**src/rtl/arb_pkg.sv**
```systemverilog
// Shared types and the round-robin search for the 8-way grant arbiter.
// Latency: n/a (types and a combinational helper function only).
// Backpressure: n/a.
// Contents: NUM_REQ/IDX_W sizing, arb_state_t FSM encoding, pick_t result, rr_pick().
package arb_pkg;

    localparam int NUM_REQ = 8;
    localparam int IDX_W   = 3;

    typedef enum logic {
        IDLE  = 1'b0,
        GRANT = 1'b1
    } arb_state_t;

    typedef struct packed {
        logic             found;
        logic [IDX_W-1:0] idx;
    } pick_t;

    // First set bit of req scanning ptr, ptr+1, ... with wrap.
    // Walk the offsets from farthest to nearest so the nearest hit overwrites.
    function automatic pick_t rr_pick(input logic [NUM_REQ-1:0] req,
                                      input logic [IDX_W-1:0]   ptr);
        pick_t            res;
        logic [IDX_W-1:0] j;
        res = '0;
        for (int k = NUM_REQ - 1; k >= 0; k--) begin
            j = ptr + IDX_W'(k);
            if (req[j]) begin
                res.found = 1'b1;
                res.idx   = j;
            end
        end
        return res;
    endfunction

endpackage

```
**src/rtl/idx_decoder_3_to_8.sv**
```systemverilog
// 3-bit index to 8-bit one-hot decoder.
// Latency: combinational, zero cycles.
// Backpressure: none. Ports: idx (in, 3b), onehot (out, 8b).
module idx_decoder_3_to_8 (
    input  logic [2:0] idx,
    output logic [7:0] onehot
);

    assign onehot = 8'b0000_0001 << idx;

endmodule

```
**src/rtl/rr_decoder_arbiter.sv**
```systemverilog
// Round-robin arbiter granting one shared slot to 8 requesters; grant held until owner releases.
// Latency: request sampled at edge N -> registered grant visible after edge N; back-to-back handover, no bubble.
// Backpressure: in_en low blocks new grants only; optional hold limit (macro ARB_HOLD_LIMIT_EN) revokes after MAX_HOLD cycles.
// Ports: clk, rst_n (sync, active-low), in_en, in_req[7:0] -> out_gnt[7:0], out_gnt_idx[2:0], out_gnt_vld, out_revoke.
module rr_decoder_arbiter
    import arb_pkg::*;
#(
    parameter int MAX_HOLD = 16,
    parameter int CNT_W    = 8
) (
    input  logic               clk,
    input  logic               rst_n,
    input  logic               in_en,
    input  logic [NUM_REQ-1:0] in_req,
    output logic [NUM_REQ-1:0] out_gnt,
    output logic [IDX_W-1:0]   out_gnt_idx,
    output logic               out_gnt_vld,
    output logic               out_revoke
);

    if (MAX_HOLD < 2 || MAX_HOLD > 255 || (2 ** CNT_W) <= MAX_HOLD) begin : g_bad_cfg
        $error("rr_decoder_arbiter: MAX_HOLD must be 2..255 and fit in CNT_W bits");
    end

    arb_state_t         state_q, state_d;
    logic [IDX_W-1:0]   ptr_q, ptr_d;
    logic [IDX_W-1:0]   idx_q, idx_d;
    logic [NUM_REQ-1:0] gnt_q;
    logic [NUM_REQ-1:0] gnt_dec;
    logic               hold_hit;
    logic               owner_rel;
    logic               end_grant;
    logic [NUM_REQ-1:0] search_req;
    logic [IDX_W-1:0]   search_ptr;
    pick_t              pick;

    // A voluntary release excludes the leaving owner; a revoke does not, so a
    // sole revoked requester is found last (it sits just behind the new ptr).
    assign owner_rel  = (state_q == GRANT) && !in_req[idx_q];
    assign end_grant  = owner_rel || hold_hit;
    assign search_ptr = end_grant ? idx_q + IDX_W'(1) : ptr_q;
    assign search_req = owner_rel ? (in_req & ~(NUM_REQ'(1) << idx_q)) : in_req;
    assign pick       = rr_pick(search_req, search_ptr);

    always_comb begin
        state_d = state_q;
        ptr_d   = ptr_q;
        idx_d   = idx_q;
        case (state_q)
            IDLE: begin
                if (in_en && pick.found) begin
                    state_d = GRANT;
                    idx_d   = pick.idx;
                end
            end
            GRANT: begin
                if (end_grant) begin
                    ptr_d = search_ptr;
                    if (in_en && pick.found) begin
                        idx_d = pick.idx;
                    end else begin
                        state_d = IDLE;
                        idx_d   = '0;
                    end
                end
            end
            default: begin
                state_d = IDLE;
                idx_d   = '0;
            end
        endcase
    end

    // One-hot grant is registered from the next index so it always matches out_gnt_idx.
    idx_decoder_3_to_8 u_dec (
        .idx    (idx_d),
        .onehot (gnt_dec)
    );

    always_ff @(posedge clk) begin
        if (!rst_n) begin
            state_q <= IDLE;
            ptr_q   <= '0;
            idx_q   <= '0;
            gnt_q   <= '0;
        end else begin
            state_q <= state_d;
            ptr_q   <= ptr_d;
            idx_q   <= idx_d;
            gnt_q   <= (state_d == GRANT) ? gnt_dec : '0;
        end
    end

`ifdef ARB_HOLD_LIMIT_EN
    logic [CNT_W-1:0] cnt_q;
    logic             revoke_q;
    logic             cnt_clr;

    // Counter value k means the owner has held for k+1 cycles.
    assign hold_hit = (state_q == GRANT) && in_req[idx_q] &&
                      (cnt_q == CNT_W'(MAX_HOLD - 1));
    assign cnt_clr  = (state_d == GRANT) && ((state_q == IDLE) || end_grant);

    always_ff @(posedge clk) begin
        if (!rst_n) begin
            cnt_q    <= '0;
            revoke_q <= 1'b0;
        end else begin
            revoke_q <= hold_hit;
            if (cnt_clr) begin
                cnt_q <= '0;
            end else if (state_q == GRANT) begin
                cnt_q <= cnt_q + CNT_W'(1);
            end
        end
    end

    assign out_revoke = revoke_q;
`else
    assign hold_hit   = 1'b0;
    assign out_revoke = 1'b0;
`endif

    assign out_gnt     = gnt_q;
    assign out_gnt_idx = idx_q;
    assign out_gnt_vld = (state_q == GRANT);

endmodule

```
**config.mk**
```make
export PLATFORM = sky130hd
export DESIGN_NAME = rr_decoder_arbiter
export DESIGN_NICKNAME = d
export VERILOG_FILES = /design/src/rtl/arb_pkg.sv /design/src/rtl/idx_decoder_3_to_8.sv /design/src/rtl/rr_decoder_arbiter.sv
export SDC_FILE = /design/constraint.sdc
export NUM_CORES = 1
export LEC_CHECK = 0
export ABC_AREA = 1
export CAP_MARGIN = 20
export CORE_ASPECT_RATIO = 0.5
export CORE_MARGIN = 8
export CORE_UTILIZATION = 40
export CTS_CLUSTER_SIZE = 28
export DETAILED_ROUTE_END_ITERATION = 6
export PLACE_DENSITY_LB_ADDON = 0.15
export SLEW_MARGIN = 20
export SYNTH_ARGS = -nofsm -noshare
export SYNTH_HDL_FRONTEND = slang
export SYNTH_SLANG_ARGS = --single-unit
```
**constraint.sdc**
```tcl
create_clock -name clk -period 5.9 [get_ports clk]
set_input_delay 0.59 -clock clk [delete_from_list [all_inputs] [get_ports clk]]
set_output_delay 0.59 -clock clk [all_outputs]
set_load 0.05 [all_outputs]
```
==> impl_metrics.tcl, run 1 <==
set metrics [dict create \
    cts.clk_slew.worst_paths_ns 0.06 \
    io-pin-count 24 \
    cp_common_cell "nand2_2" \
    relSlewSlack_pct 65.48 \
    fin_crit_sh_pct 60.64 \
    cts_resized 0 \
    antenna_violating_nets_post_route 0 \
    cts.repair_timing.setup_buffer_count 0 \
    syn_to_final_growth_pct 15.01 \
    async_flop_share_pct 0 \
    final.setup.tns_ns 0 \
    cp.arrival_ns 3.71 \
    multi_input_comb_area_um2 1224 \
    finish.net_count 350 \
    cpMaxStageDelayCell "clkdlybuf4s50_1" \
    max_cap_viol_count 0 \
    synthesis.area_um2 1742 \
    crit_fanout 16 \
    placement_rows 17 \
    yosysWarningCount 0 \
    wire_per_inst_um 11.74 \
    clock_tree.buffer_depth 2 \
    grt_setup_unrepaired "no" \
    tritoncts_num_sinks 15 \
    grt_pass1_vias 1746 \
    synthesis.instances 312 \
    cts.htree.levels 1 \
    fill_cells 483 \
    cts_buffers 3 \
    critical_path_data_required_time_ns 6.03 \
    via_to_cell_ratio 4.763 \
    final-setup-viol-count 0 \
    drv_slew 0 \
    drive_above_1_share_pct 14.80 \
    path_class "primary input to flip-flop" \
    seq_area_um2 300.3 \
    tritoncts "built" \
    gp_routability_congestion 0.8646 \
    seq_area_frac_synth_pct 17.24 \
    detail_route.drc_violations 0 \
    synth_edf_count 0 \
    insertedDiodeCount 0 \
    global_route_wire_length_before_repair_um 7838 \
    hpwlAfterDp_um 3774 \
    grt_usage_pct 13.75 \
    run_status "complete, no violations" \
    ctsRootBufferMaster "clkbuf_8" \
    die_width_um 109.3 \
    die_area_um2 6850 \
    antenna_violations_before_repair 0 \
    synth_ff_type "dfxtp_1" \
    maxClockFrequency_mhz 279.5 \
    worst-slew-pin-transition_ns 0.5161 \
    congestion_overflow_gr 0 \
    route.final.wire_length_um 4554 \
    holdBufCountCts 0 \
    post_synth.cell_area_avg_um2 5.582 \
    die_y_um 62.66 \
    synth_nets 330 \
    crit_path_max_incr_delay_ns 0.54 \
    largest_net_degree_at_the_start_of_global_routing 17 \
    insertion_delay_of_the_later_clocked_pin_in_the_worst_skew_pair_ns 0.24 \
    hold_violations 0 \
    core_area_um2 4297 \
    clock_skew_ns 0.001934 \
    initial_utilization_pct 40.54 \
    timing.critical_path.from_type "primary input" \
    final.min_clock_period_ns 3.578 \
    vias 1848 \
    drtIter0Drc 106 \
    holdCritPathClass "flip-flop to flip-flop" \
    firstDrtPassIters 5 \
    synth.distinct_cells 21 \
    ys_ff_latch 15 \
    critical_path.endpoint_type "flip-flop" \
    io_buffer_count 22 \
]
==> worst paths after layout <==
path              cells past startpoint  slack (ns)              to            from
setup / recovery                     27        2.32      out_gnt[6]       in_req[7]
hold / removal                        2        0.65  out_gnt_idx[2]  out_gnt_idx[2]
setup reg to reg                     25        2.48      out_gnt[6]  out_gnt_idx[0]
hold reg to reg                       2        0.65  out_gnt_idx[2]  out_gnt_idx[2]
==> cell families (layout without fill, tap and decap cells) <==
| logic type | count (synthesis) | in the layout | synth area share (%) |
|---|---|---|---|
| simple gates | 233 | 233 | 61.64 |
| flops | 15 | 15 | 17.24 |
| buf+inv | 45 | 64 | 12.50 |
| fa+ha+maj | 7 | 7 | 5.029 |
| other cells | 1 | 1 | 0.2153 |
| compound gates | 11 | 11 | 3.377 |
==> synth_stat cells, types with 2 or more instances <==
| cell | instances | share of area (%) |
|---|---|---|
| nand3b_1 | 3 | 1.3 |
| nand2_1 | 133 | 29 |
| buf_6 | 6 | 3.9 |
| a21oi_1 | 8 | 2.3 |
| nand3_2 | 8 | 4.6 |
| inv_2 | 8 | 1.7 |
| nand3_1 | 36 | 10 |
| clkinv_1 | 2 | 0.43 |
| nand2_4 | 3 | 1.9 |
| o21ai_1 | 2 | 0.57 |
| nor2_1 | 23 | 5.0 |
| ha_1 | 7 | 5.0 |
| inv_1 | 28 | 6.0 |
| nand2_2 | 24 | 8.6 |
| dfxtp_1 | 15 | 17 |
==> worst max-delay path: cells and delay by family <==
family	cells	cell delay [ns]
and+or+nand+nor	21	2.04
buffers and inverters	5	0.82
adders and majority gates	1	0.26
==> layer usage <==
layer,up-vias,part of all wire [%],track usage (%)
met1,799,51,19.04
met5,-,0,0
met4,0,0.42,2.504
li1,1001,-,-
met2,44,43,21.45
met3,4,5.9,2.675
==> registers in the layout (all words and copies together) (netlist names) <==
| register | count |
|---|---|
| out_gnt_idx | 3 |
| ptr_q | 3 |
| out_gnt_vld | 1 |
| out_gnt | 8 |
==> per-stage QoR <==
stage          util [%]  std cells  cell area, um2  hold slack [ns]  setup WS [ns]
2_1_floorplan         -        312            1742           0.6043          2.727
3_3_place_gp      45.57        384            1958           0.6406          2.100
3_5_place_dp      45.57        384            1958           0.6540          2.083
4_1_cts           46.62        388            2003           0.6597          2.311
5_1_grt           46.62        388            2003           0.7102          1.959
6_report          46.62        388            2003           0.6470          2.322
==> placed cells by master, fill, tap and decap left out, drive strengths merged <==
master / instances
o21ai: 2
clkbuf: 4
inv: 36
dfxtp: 15
nand2: 160
clkdlybuf4s50: 22
nor2: 24
conb: 1
a21oi: 9
nand3: 44
nor3: 2
clkinv: 2
ha: 7
nand3b: 3
==> layout make-up <==
cell class	instances	share of cell area, %
timing repair buffer	22	10.99
sequential	15	14.99
clock buffer	4	2.249
multi-input combinational	252	61.09
tap	57	3.560
inverter	38	7.121
Power of run 1 is not shown: default switching activity piles up to over one toggle a cycle in this logic, so the estimate is an artifact.
==> inputs of run 2 (changes only) <==
- clock period: 5.9 -> 2.9 ns (I/O delays scaled with it)
==> run 2 against run 1 <==
Sequential share of layout area decreased by 4.0 points; die area unchanged; largest cell class unchanged; flip-flop and latch count unchanged; cell count is 13% higher; critical path type unchanged; first-iteration DRC count down 16%; clock skew hardly changed; worst setup slack worse by 2.2 ns.
==> impl_metrics.tcl, run 2 (synthesized netlist as in run 1, its figures left out) <==
set metrics [dict create \
    fill_cells 372 \
    vias 2115 \
    regToRegStartpoint "out_gnt_idx[0]" \
    drive_above_1_share_pct 45.03 \
    path_class "primary input to flip-flop" \
    cp.depth 25 \
    fin_area_um2 2799 \
    critical_path_data_required_time_ns 3.08 \
    drtIter0Drc 89 \
    path_delay_family "simple AND/OR/NAND/NOR gates" \
    tritoncts_num_sinks 15 \
    fin_crit_sh_pct 96.56 \
    crit_path_max_incr_delay_ns 0.47 \
    maxClockFrequency_mhz 357.1 \
    gp_routability_congestion 0.8525 \
    antenna_violating_nets_post_route 0 \
    final.setup.tns_ns 0 \
    cp.arrival_ns 2.98 \
    relSlewSlack_pct 65.69 \
    worst-slew-pin-transition_ns 0.5130 \
    met2_usage_pct 24.74 \
    cts_buffers 3 \
    grt_usage_pct 15.23 \
    hold_violations 0 \
    die_y_um 62.66 \
    holdBufCountCts 0 \
    seq_area_um2 307.8 \
    timing.critical_path.from_type "primary input" \
    groute.layer.met3.usage_pct 2.469 \
    largest_net_degree_at_the_start_of_global_routing 14 \
    via_to_cell_ratio 4.818 \
    critical_path.endpoint_type "flip-flop" \
    hpwlAfterDp_um 4217 \
    die_width_um 109.3 \
    whs_path_cells 2 \
    global_route_wire_length_before_repair_um 8631 \
    route.final.wire_length_um 5704 \
    detail_route.drc_violations 0 \
    io-pin-count 24 \
    grt.busiest_layer "met2" \
    tritoncts "built" \
    cp_launch_point "in_req[4]" \
    drv_slew 0 \
    worst_r2r_path_depth 25 \
    wire_per_inst_um 12.99 \
    max_cap_viol_count 0 \
    grt_pass1_vias 1921 \
    critical_path.n_buffers_inverters 4 \
    cpMaxStageDelayCell "clkdlybuf4s50_1" \
    initial_utilization_pct 40.54 \
    cts.clk_slew.worst_paths_ns 0.06 \
    insertion_delay_of_the_later_clocked_pin_in_the_worst_skew_pair_ns 0.24 \
    final.min_clock_period_ns 2.800 \
    largest_reg_flops 8 \
    multi_input_comb_area_um2 1579 \
    firstDrtPassIters 4 \
    crit_fanout 7 \
    cts.htree.levels 1 \
    grtUsageMet1_pct 20.45 \
    antenna_violations_before_repair 0 \
    die_area_um2 6850 \
    core_area_um2 4297 \
    syn_to_final_growth_pct 60.70 \
    placed_cell_area_um2 2226 \
    ctsRootBufferMaster "clkbuf_8" \
    layout.cells.most_common "nand2_1" \
    insertedDiodeCount 0 \
    io_buffer_count 22 \
    placement_rows 17 \
    finish.net_count 401 \
    clock_skew_ns 0.001733 \
    final-setup-viol-count 0 \
    min-delay-start "out_gnt_idx[2]" \
    holdCritPathClass "flip-flop to flip-flop" \
    clock_tree.buffer_depth 2 \
    run_status "complete, no violations" \
    cp_common_cell "nand2_2" \
    congestion_overflow_gr 0 \
    final_cell_mix "nand2_1 (100), nand2_2 (45), buf_4 (43)" \
]
## run 2: through the flow
stage,worst slack [ns],instances,utilization (%),hold WS (ns)
floorplan,0.02081,312,-,0.4763
global placement,-0.2430,419,51.81,0.5589
detailed placement,-0.3020,419,51.81,0.5658
CTS,0.001059,424,53.90,0.5740
global route,-0.09035,439,65.14,0.6100
finish,0.09970,439,65.14,0.5745
## run 2: what timing repair did
item	CTS	global route
gates resized for setup	6	100
buffers inserted	1	15
endpoints found under the setup margin	8	11
pin swaps	3	34
## run 2: final timing paths
path | to | slack, ns
worst min register to register | out_gnt_idx[2] | 0.57
worst max register to register | out_gnt[7] | 0.11
worst min-delay path | out_gnt_idx[2] | 0.57
worst max-delay path | out_gnt[7] | 0.1
## run 2: layout make-up
type	count	area share, %
clock buffers	4	1.609
repair buffers	73	23.16
well taps	57	2.548
inverters	38	5.275
flip-flops and latches	15	11.00
multi-input cells	252	56.41
## run 2: tightest hold or removal path: cells and delay by family, from the launching register on
family           cells  cell delay [ns]
AO/OA/AOI/OAI        1             0.06
flip-flops           1             0.37
AND/OR/NAND/NOR      1             0.10
## run 2: metal layers
metal | wire length [um] | vias to the layer above
li1 | - | 1095
met1 | 2626 | 963
met2 | 2717 | 47
met3 | 267 | 10
met4 | 92 | 0
met5 | 0 | -
Power of run 2 is left out for the same reason.
==> inputs of run 3 (changes only) <==
- ABC_CLOCK_PERIOD_IN_PS: unset -> 2900
- CELL_PAD_IN_SITES_DETAIL_PLACEMENT: unset -> 1
- CELL_PAD_IN_SITES_GLOBAL_PLACEMENT: unset -> 1
- CORE_UTILIZATION: 40 -> 30
==> run 3 against run 2 <==
Die area rose by 26%; clock skew increased by 0.0042 ns; hold slack better by 0.031 ns; wire length rose by 50%; largest cell class unchanged; global-route usage down 0.19 points; via count up 8.6%; final area up 6.0%; maximum frequency down 2.8%; worst setup slack lost 0.082 ns; sequential share of layout area is 0.46 points lower; cell count rose by 4.3%; critical path depth is 2 lower.
==> impl_metrics.tcl, run 3 (synthesized netlist as in run 1, its figures left out) <==
set metrics [dict create \
    run_status "complete, no violations" \
    syn_to_final_growth_pct 70.40 \
    regToRegEndpoint "out_gnt[0]" \
    route.final.wire_length_um 8566 \
    regToRegSetupSlack_ns 0.02 \
    whs_path_cells 2 \
    worst_r2r_path_depth 23 \
    io-pin-count 24 \
    detail_route.drc_violations 0 \
    grt_pass1_vias 2169 \
    critical_path.endpoint_type "flip-flop" \
    critical_path_data_required_time_ns 3.07 \
    io_buffer_count 22 \
    cts_buffers 3 \
    timing.critical_path.from_type "flip-flop" \
    grt_usage_pct 15.04 \
    finish.net_count 404 \
    wire_per_inst_um 18.70 \
    hold_path_end "out_gnt_idx[1]" \
    tritoncts "built" \
    final_cell_mix "nand2_1 (99), buf_4 (45), nand2_2 (38)" \
    relSlewSlack_pct 65.56 \
    drive_above_1_share_pct 46.23 \
    ctsRootBufferMaster "clkbuf_16" \
    vias 2297 \
    largest_reg_flops 8 \
    cp.arrival_ns 3.05 \
    die_y_um 69.88 \
    regToRegStartpoint "out_gnt_idx[0]" \
    firstDrtPassIters 4 \
    cts.htree.levels 1 \
    insertion_delay_of_the_later_clocked_pin_in_the_worst_skew_pair_ns 0.25 \
    placement_rows 19 \
    clock_skew_ns 0.005933 \
    min-delay-start "out_gnt_idx[1]" \
    hold_violations 0 \
    initial_utilization_pct 31.44 \
    drtIter0Drc 116 \
    insertedDiodeCount 0 \
    global_route_wire_length_before_repair_um 10680 \
    core_area_um2 5539 \
    gp_routability_congestion 0.8405 \
    drv_slew 0 \
    hpwlAfterDp_um 5315 \
    congestion_overflow_gr 0 \
    fin_crit_sh_pct 99.39 \
    path_class "flip-flop to flip-flop" \
    die_area_um2 8647 \
    clock_tree.buffer_depth 2 \
    antenna_violating_nets_post_route 0 \
    max_cap_viol_count 0 \
    worst-slew-pin-transition_ns 0.5149 \
    tritoncts_num_sinks 15 \
    fill_cells 717 \
    layout.cells.most_common "nand2_1" \
    post-place-cells 445 \
    maxClockFrequency_mhz 346.9 \
    finish.cell_count_without_fillers 458 \
    via_to_cell_ratio 5.015 \
    die_width_um 123.8 \
    largest_net_degree_at_the_start_of_global_routing 13 \
    final.min_clock_period_ns 2.882 \
    cts.clk_slew.worst_paths_ns 0.06 \
    crit_fanout 7 \
    antenna_violations_before_repair 0 \
    holdBufCountCts 0 \
    final-setup-viol-count 0 \
    holdCritPathClass "flip-flop to flip-flop" \
]
-- run 3: cell count changes in the layout (fill, tap and decap cells not counted), sizes merged --
| cell | before | now |
|---|---|---|
| buf | 51 | 54 |
| clkbuf | 4 | 3 |
| clkdlybuf4s50 | 16 | 14 |
| clkinv | 1 | 2 |
| dlygate4sd2 | 0 | 1 |
| dlymetal6s2s | 6 | 7 |
-- run 3: timing repair --
item | CTS | global route
gates resized for setup | 28 | 99
hold endpoints to repair | 0 | 0
cloned | 0 | 1
buffers inserted | 4 | 4
setup endpoints to repair | 9 | 11
pin swaps | 7 | 36
-- run 3: worst max-delay path by stage --
stage,from,endpoint,depth (start not counted),slack (ns)
after floorplan,out_gnt_idx[0],out_gnt[6],25,0.02
after global placement,in_req[1],out_gnt[2],24,-0.29
after detailed placement,in_req[7],out_gnt[4],23,-0.41
after CTS,out_gnt_idx[0],out_gnt[4],25,0.0001
after global routing,out_gnt_idx[0],out_gnt[0],21,-0.17
final,out_gnt_idx[0],out_gnt[0],23,0.02
-- run 3: area by class of cell --
type | count | area [um2] | area share, %
repair buffers | 76 | 684.4 | 23.06
clock inverters | 1 | 5.005 | 0.1686
multi-input cells | 252 | 1649 | 55.56
flip-flops and latches | 15 | 312.8 | 10.54
well taps | 73 | 91.34 | 3.078
clock buffers | 3 | 75.07 | 2.530
inverters | 38 | 150.1 | 5.059
-- run 3: per-stage QoR --
| stage | TNS, ns | utilization, % | instance area [um2] | hold slack [ns] | worst slack [ns] |
|---|---|---|---|---|---|
| after floorplan | 0 | - | 1747 | 0.4763 | 0.02081 |
| after global placement | -2.370 | 42.13 | 2333 | 0.5719 | -0.2903 |
| after detailed placement | -3.697 | 42.13 | 2333 | 0.5800 | -0.4088 |
| after CTS | 0 | 45.90 | 2542 | 0.5987 | 0.0001110 |
| after global routing | -1.244 | 53.58 | 2968 | 0.6185 | -0.1651 |
| final | 0 | 53.58 | 2968 | 0.6059 | 0.01767 |
-- run 3: routing by layer --
layer | up-vias | wire length [um] | track usage, %
li1 | 1105 | - | -
met1 | 1115 | 3858 | 20.93
met2 | 63 | 4201 | 24.66
met3 | 14 | 391 | 1.925
met4 | 0 | 114 | 1.589
met5 | - | 0 | 0
-- run 3: worst max-delay path, stage by stage (launching register included) --
cell and delay, ns:
dfxtp_4 0.42, inv_6 0.07, nand2_2 0.07, nand3_4 0.09
nand2_4 0.11, nand2_8 0.09, buf_12 0.15, nand3_4 0.06
nand2_4 0.07, ha_4 0.29, inv_2 0.06, nand2_2 0.11
nand3_2 0.11, nand2_2 0.09, clkinv_1 0.08, nand2_1 0.09
nor2_2 0.05, nand2_2 0.11, nand2_4 0.09, nand2_4 0.09
nand2_2 0.07, nand2_4 0.09, nand3_4 0.10, nor3_1 0.23
Power of run 3 is left out for the same reason.
